--- config.mk ---
export PLATFORM = sky130hd
export DESIGN_NAME = pts_serializer
export DESIGN_NICKNAME = d
export VERILOG_FILES = /design/src/rtl/pts_serializer.sv
export SDC_FILE = /design/constraint.sdc
export NUM_CORES = 1
export LEC_CHECK = 0
export CAP_MARGIN = 20
export CELL_PAD_IN_SITES_DETAIL_PLACEMENT = 1
export CELL_PAD_IN_SITES_GLOBAL_PLACEMENT = 2
export CORE_MARGIN = 1.5
export CORE_UTILIZATION = 41
export CTS_CLUSTER_DIAMETER = 100
export DETAILED_ROUTE_END_ITERATION = 7
export PLACE_DENSITY_LB_ADDON = 0.2
export SETUP_SLACK_MARGIN = 0.02
export SLEW_MARGIN = 20
export SYNTH_ARGS = -nofsm -noshare
export SYNTH_HDL_FRONTEND = slang
export SYNTH_SLANG_ARGS = --single-unit
--- constraint.sdc ---
create_clock -name clk -period 4.1 [get_ports clk]
set_clock_uncertainty 0.15 [all_clocks]
set_input_delay 0.82 -clock clk [delete_from_list [all_inputs] [get_ports clk]]
set_output_delay 0.82 -clock clk [all_outputs]
set_load 0.05 [all_outputs]
--- src/rtl/pts_serializer.sv ---
// Parallel-to-serial converter: takes an N x W-bit word over valid/ready and emits one lane per beat.
// A one-word pending buffer behind the shift stage keeps back-to-back words gap-free.
module pts_serializer #(
    parameter int W  = 8,
    parameter int N  = 4,
    parameter int IW = (N > 1) ? $clog2(N) : 1
) (
    input  logic           clk,
    input  logic           rst,
    input  logic           in_valid,
    output logic           in_ready,
    input  logic [N*W-1:0] in_data,
    input  logic           order,
    output logic           out_valid,
    input  logic           out_ready,
    output logic [W-1:0]   out_data,
    output logic [IW-1:0]  out_idx,
    output logic           out_last,
    output logic           busy
);

    // State bits are {sv, pv}; the (0,1) combination has no encoding.
    typedef enum logic [1:0] {
        ST_IDLE  = 2'b00,
        ST_SHIFT = 2'b10,
        ST_FULL  = 2'b11
    } state_e;

    localparam logic [IW-1:0] LAST_IDX = IW'(N - 1);

    state_e              state_q, state_d;
    logic [IW-1:0]       cnt_q, cnt_d;
    logic [N-1:0][W-1:0] sh_word_q, sh_word_d;
    logic [N-1:0][W-1:0] pd_word_q, pd_word_d;
    logic                sh_ord_q, sh_ord_d;
    logic                pd_ord_q, pd_ord_d;

    logic                sv;
    logic                accept;
    logic                consume;
    logic                at_last;
    logic [IW-1:0]       lane_sel;

    assign sv       = (state_q != ST_IDLE);
    assign in_ready = rst && (state_q != ST_FULL);
    assign accept   = in_valid && in_ready;
    assign consume  = sv && out_ready;
    assign at_last  = (cnt_q == LAST_IDX);

    always_comb begin
        state_d   = state_q;
        cnt_d     = cnt_q;
        sh_word_d = sh_word_q;
        sh_ord_d  = sh_ord_q;
        pd_word_d = pd_word_q;
        pd_ord_d  = pd_ord_q;

        case (state_q)
            ST_IDLE: begin
                if (accept) begin
                    sh_word_d = in_data;
                    sh_ord_d  = order;
                    cnt_d     = '0;
                    state_d   = ST_SHIFT;
                end
            end

            ST_SHIFT: begin
                if (consume && !at_last) begin
                    cnt_d = cnt_q + IW'(1);
                end
                if (accept) begin
                    // A word arriving as the last beat leaves goes straight to the shift stage.
                    if (consume && at_last) begin
                        sh_word_d = in_data;
                        sh_ord_d  = order;
                        cnt_d     = '0;
                    end else begin
                        pd_word_d = in_data;
                        pd_ord_d  = order;
                        state_d   = ST_FULL;
                    end
                end else if (consume && at_last) begin
                    cnt_d   = '0;
                    state_d = ST_IDLE;
                end
            end

            ST_FULL: begin
                if (consume) begin
                    if (!at_last) begin
                        cnt_d = cnt_q + IW'(1);
                    end else begin
                        sh_word_d = pd_word_q;
                        sh_ord_d  = pd_ord_q;
                        cnt_d     = '0;
                        state_d   = ST_SHIFT;
                    end
                end
            end

            default: begin
                state_d = ST_IDLE;
            end
        endcase
    end

    always_ff @(posedge clk or negedge rst) begin
        if (!rst) begin
            state_q   <= ST_IDLE;
            cnt_q     <= '0;
            sh_word_q <= '0;
            sh_ord_q  <= 1'b0;
            pd_word_q <= '0;
            pd_ord_q  <= 1'b0;
        end else begin
            state_q   <= state_d;
            cnt_q     <= cnt_d;
            sh_word_q <= sh_word_d;
            sh_ord_q  <= sh_ord_d;
            pd_word_q <= pd_word_d;
            pd_ord_q  <= pd_ord_d;
        end
    end

    // Output mux draws only on registered state, so no in_* to out_* path exists.
    assign lane_sel  = sh_ord_q ? (LAST_IDX - cnt_q) : cnt_q;
    assign out_data  = sv ? sh_word_q[lane_sel] : '0;
    assign out_valid = sv;
    assign out_idx   = cnt_q;
    assign out_last  = sv && at_last;
    assign busy      = sv;

    state_legal : assert property (@(posedge clk) disable iff (!rst)
        state_q inside {ST_IDLE, ST_SHIFT, ST_FULL});

endmodule

After elaboration in Yosys (flattened, before gate mapping). Index checks and enable logic that the tools add are counted.

Bits of input ports: 37. Output and inout port bits: 14. Register bits: 70.

$lt $le $gt $ge: 1. Eq/ne operators: 12. Reduce and logical (&&, ||, !) cells: 14. Mux-type cells: 29. Bitwise logic cells: 1. Add/subtract/negate cells: 2.

Operator list (number): $mux W32 (5); $pmux W32 S3 (1); $mux W2 (12); $bmux W8 S2 (1); $mux W8 (2); $ne A2 B2 Y1 const B (6); $pmux W2 S3 (2); $ne A3 B3 Y1 const B (3); $eq A2 B2 Y1 const B (3); $logic_and A1 B1 Y1 (6); $reduce_and A6 Y1 (1); $mux W1 (5); $reduce_and A5 Y1 (1); $reduce_and A4 Y1 (1); $lt A2 B3 Y1 const B (1); $pmux W1 S3 (1); $reduce_and A3 Y1 (1); $reduce_bool A3 Y1 (1); $add A2 B1 Y2 const B (1); $logic_not A2 Y1 (1); $reduce_bool A2 Y1 (1); $sub A2 B2 Y2 const A (1); $logic_not A1 Y1 (1); $not A1 Y1 (1).

Depth between registers and ports, before layout.
Depth after elaboration: 6. Depth in mapped cells: 8. Depth with buffers taken out: 6.

Worst setup path after synthesis. No wires, ideal clock.

Path kind: flip-flop to output port. From: register cnt_q[0], in the netlist out_idx[0]. To: output out_data[6]. Data required time: 3.130 ns. Stages on the path, launching flop included: 7. Slack: 0.932 ns. Arrival time: 2.198 ns. Path buffers: 2. Cell sequence: dfrtp_1 > buf_2 > buf_2 > mux2i_1 > o22ai_1 > a21oi_1 > nor2_1.

Word-level cells in the longest chain between the ends: 5.

Ends and longest elaborated chain: start, declared (line 32) `logic [IW-1:0] cnt_q, cnt_d;`; start signal, assigned (line 118) `cnt_q <= cnt_d;`; $sub A2 B2 Y2 (line 127) `assign lane_sel = sh_ord_q ? (LAST_IDX - cnt_q) : cnt_q;`; $mux W2 (*) (line 127); $bmux W8 S2 (*) (line 128) `assign out_data = sv ? sh_word_q[lane_sel] : '0;`; $mux W8 (implied by the code) (*) (line 128); $mux W8 (*) (line 128); end, declared (line 16) `output logic [W-1:0] out_data,`.

Every way passes the cells marked *; elsewhere a longest branch is shown, timed or not. The select of a mux whose other input is x is not followed.

Worst setup path in the final report.
From: register sh_ord_q. To: output out_data[7].

Word-level cells in the longest chain between the ends: 4.

Ends and longest elaborated chain: start, declared (line 35) `logic sh_ord_q, sh_ord_d;`; start signal, assigned (line 120) `sh_ord_q <= sh_ord_d;`; $mux W2 (line 127); $bmux W8 S2 (line 128); $mux W8 (implied by the code) (line 128); $mux W8 (line 128).

No other way between the ends. The select of a mux whose other input is x is not followed.

==> key figures <==
Timing
  – Hold Vio Cnt, Final: 0
  – Pins Over Slew Limit: 0
  – RSZ-0062 raised after global routing: false
  – Worst Max-Slew Pin Slew: 0.688 ns
  – Tmin final: 3.60 ns
  – Fmax: 0.278 GHz
  – Total Neg Setup Slack: 0 ns
  – Final period util: 87.7%
  – Final setup violation count: 0
  – Min Hold Slack: 0.246 ns
  – Max_slew headroom: 54.0%

Yosys
  – Syn Nets: 321
  – Flip-flop and latch count after synthesis: 70
  – Post-synth cell types: 36
  – Synth warn: 0
  – Mapped Area: 0.00382 sq mm
  – Mean post-synth cell area: 13.7 sq um
  – Post-synthesis instance total: 279
  – Sequential fraction of the synthesis area: 45.9%

Clock tree
  – Post-CTS Setup Bufs: 0
  – Post-CTS sizing: 0
  – Post-CTS Hold Buffers: 0
  – Maximum clock insertion buffer count: 2
  – CTS tree: yes
  – Clk slew on worst S/H paths: 0.07 ns
  – H-tree depth: 3
  – CTS sink cnt: 70
  – Insertion delay to the later sink of the worst-skew pair: 0.35 ns
  – CTS buffer count: 9
  – Root Buffer: clkbuf_8

Power
  – Peak supply drop: 303 uV
  – Pwr dens: 927 mW/mm^2
  – Flop pwr share: 29.8%
  – Clk pwr share: 13.6%
  – Switch Pwr: 1670 uW
  – Switch share: 39.1%
  – Static leakage: 0.00202 uW
  – Internal Pwr Total: 2590 uW
  – Comb pwr share: 56.5%

Worst setup path
  – Crit Path Class: register to output port
  – Crit end category: output port
  – Critical Path RT: 3.13 ns
  – CP Cell Sequence: xnor2_2, mux2_2, a21oi_1, nor2_1, clkdlybuf4s50_1
  – Crit-path max FO: 8
  – Startpoint Class: register
  – Worst Path Arrival: 2.63 ns
  – Slowest CP cell: clkdlybuf4s50_1
  – Max incr delay on CP: 0.73 ns

Hold path
  – Worst Hold Class: input port to asynchronous set/reset pin

Global route
  – Initial antenna violation count: 0
  – GRT Residual Overflow: 0
  – First-pass GRT wire length: 13.3 mm
  – Pin count of the biggest net entering global routing: 48
  – Total track usage: 17.6%
  – Vias in the first global route: 2613

Detailed routing
  – Via Count: 2339
  – DRT Pass-1 Iters: 4
  – Post-route ant nets: 0
  – Initial DRC count: 62
  – Vias per inst: 5.26
  – Drt total wl: 7.84 mm
  – WL/cell: 17.6 microns
  – Post-route DRC: 0

Finish
  – Storage cell area: 0.00175 sq mm
  – Synthesis-to-finish area growth: 20.3%
  – FILL cells: 928
  – Finished Layout Cells: 445
  – Most frequent cells in the layout: dfrtp_1, clkdlybuf4s50_1, mux2_2
  – Most common cell after layout, fill and taps aside: dfrtp_1
  – N_diodes: 0
  – Final net count: 371
  – Share of cells above drive strength 1: 29.3%
  – Design Area, Final: 0.00460 sq mm
  – Multi-input logic area: 0.00192 sq mm

Placed design
  – Number of I/O port buffers: 50
  – Dpl hpwl: 5.39 mm
  – Routability congestion estimate: 0.758
  – Cell Area, Placed: 0.00439 sq mm
  – Placed Cells: 429

Floorplanning
  – Core area: 0.00915 sq mm
  – Die height: 99.5 microns
  – Initial Util: 41.7%
  – Io pins: 51
  – # rows: 35
  – Chip Width: 99.5 microns
  – Die Footprint: 0.00990 sq mm

Outcome
  – Status: finished clean

Job
  – Max cap viols: 0
## synth_stat cells (all sizes together)
library cell / instances / area, sq um
mux2: 108 / 1330
dfrtp: 70 / 1750
mux2i: 17 / 170
buf: 14 / 120
nor2: 10 / 37.5
a21oi: 9 / 45.0
o22ai: 8 / 50.1
inv: 6 / 22.5
ha: 5 / 62.6
nand2: 4 / 15.0
o21ai: 4 / 20.0
clkbuf: 3 / 11.3
nor2b: 3 / 18.8
a21o: 2 / 15.0
nand3b: 2 / 27.5
a211o: 1 / 8.76
a221o: 1 / 10.0
a221oi: 1 / 8.76
a2bb2oi: 1 / 8.76
a31oi: 1 / 6.26
and3: 1 / 6.26
and3b: 1 / 8.76
nand2b: 1 / 13.8
nand3: 1 / 5.00
o311ai: 1 / 8.76
or2: 1 / 6.26
or3: 1 / 6.26
xnor2: 1 / 16.3
xor2: 1 / 8.76
## worst paths after layout
check                                   from            end  slack, ns  cells after the start
worst max-delay path                sh_ord_q    out_data[7]       0.50                      5
worst min-delay path                     rst       pd_ord_q       0.25                      1
worst max register to register    state_q[0]  sh_word_q[15]       1.16                      7
worst min register to register  pd_word_q[2]   pd_word_q[2]       0.33                      1
max in group asynchronous                rst  sh_word_q[21]       2.63                      2
min in group clk                pd_word_q[2]   pd_word_q[2]       0.33                      1
## stage by stage
| step | setup WS, ns | power (uW) | util [%] |
|---|---|---|---|
| 2_1_floorplan | 0.932 | 3220 | - |
| 3_5_place_dp | 0.845 | 3720 | 47.9 |
| 6_report | 0.504 | 4260 | 50.2 |
| 4_1_cts | 0.437 | 4330 | 50.2 |
| 5_1_grt | 0.318 | 4560 | 50.2 |
| 3_3_place_gp | 0.871 | 3660 | 47.9 |
## metal layers
layer | global-route usage, % | up-vias | part of all wire [%]
li1 | - | 1103 | -
met1 | 22.4 | 1192 | 47
met2 | 30.1 | 35 | 49
met3 | 3.30 | 9 | 2.8
met4 | 6.18 | 0 | 1.1
met5 | 0 | - | 0
## logic make-up after synthesis
logic type | synth area share, %
compound gates | 4.75
fa+ha+maj | 1.64
xor+xnor | 0.655
flops | 45.9
simple gates | 3.80
buf+inv | 4.03
mux | 39.3
## power by group through the flow
stage	clock network (uW)	logic, uW	registers (uW)
5_1_grt	628	2610	1330
4_1_cts	602	2450	1270
2_1_floorplan	0	1990	1230
3_3_place_gp	0	2400	1270
6_report	581	2410	1270
3_5_place_dp	0	2440	1280
## cell type report
class / count / area share, %
sequential: 70 / 38.1
multi-input combinational: 186 / 41.7
timing repair buffer: 56 / 12.1
tap: 111 / 3.02
clock inverter: 4 / 1.20
inverter: 6 / 0.490
clock buffer: 12 / 3.38
## registers in the layout, indices dropped and copies added, names as in the netlist
signal / cells
state_q: 2
sh_word_q: 32
pd_ord_q: 1
sh_ord_q: 1
pd_word_q: 32
out_idx: 2
## critical path, delay by kind of cell (launching register included)
kind                      cells  cell delay [ns]
and+or+nand+nor               1             0.07
xor gates and xnor gates      1             0.50
buffers and inverters         1             0.73
DFF                           1             0.45
AOI/OAI and AO/OA             1             0.14
muxes                         1             0.40
Note: power is estimated with default switching activity, not from simulation.
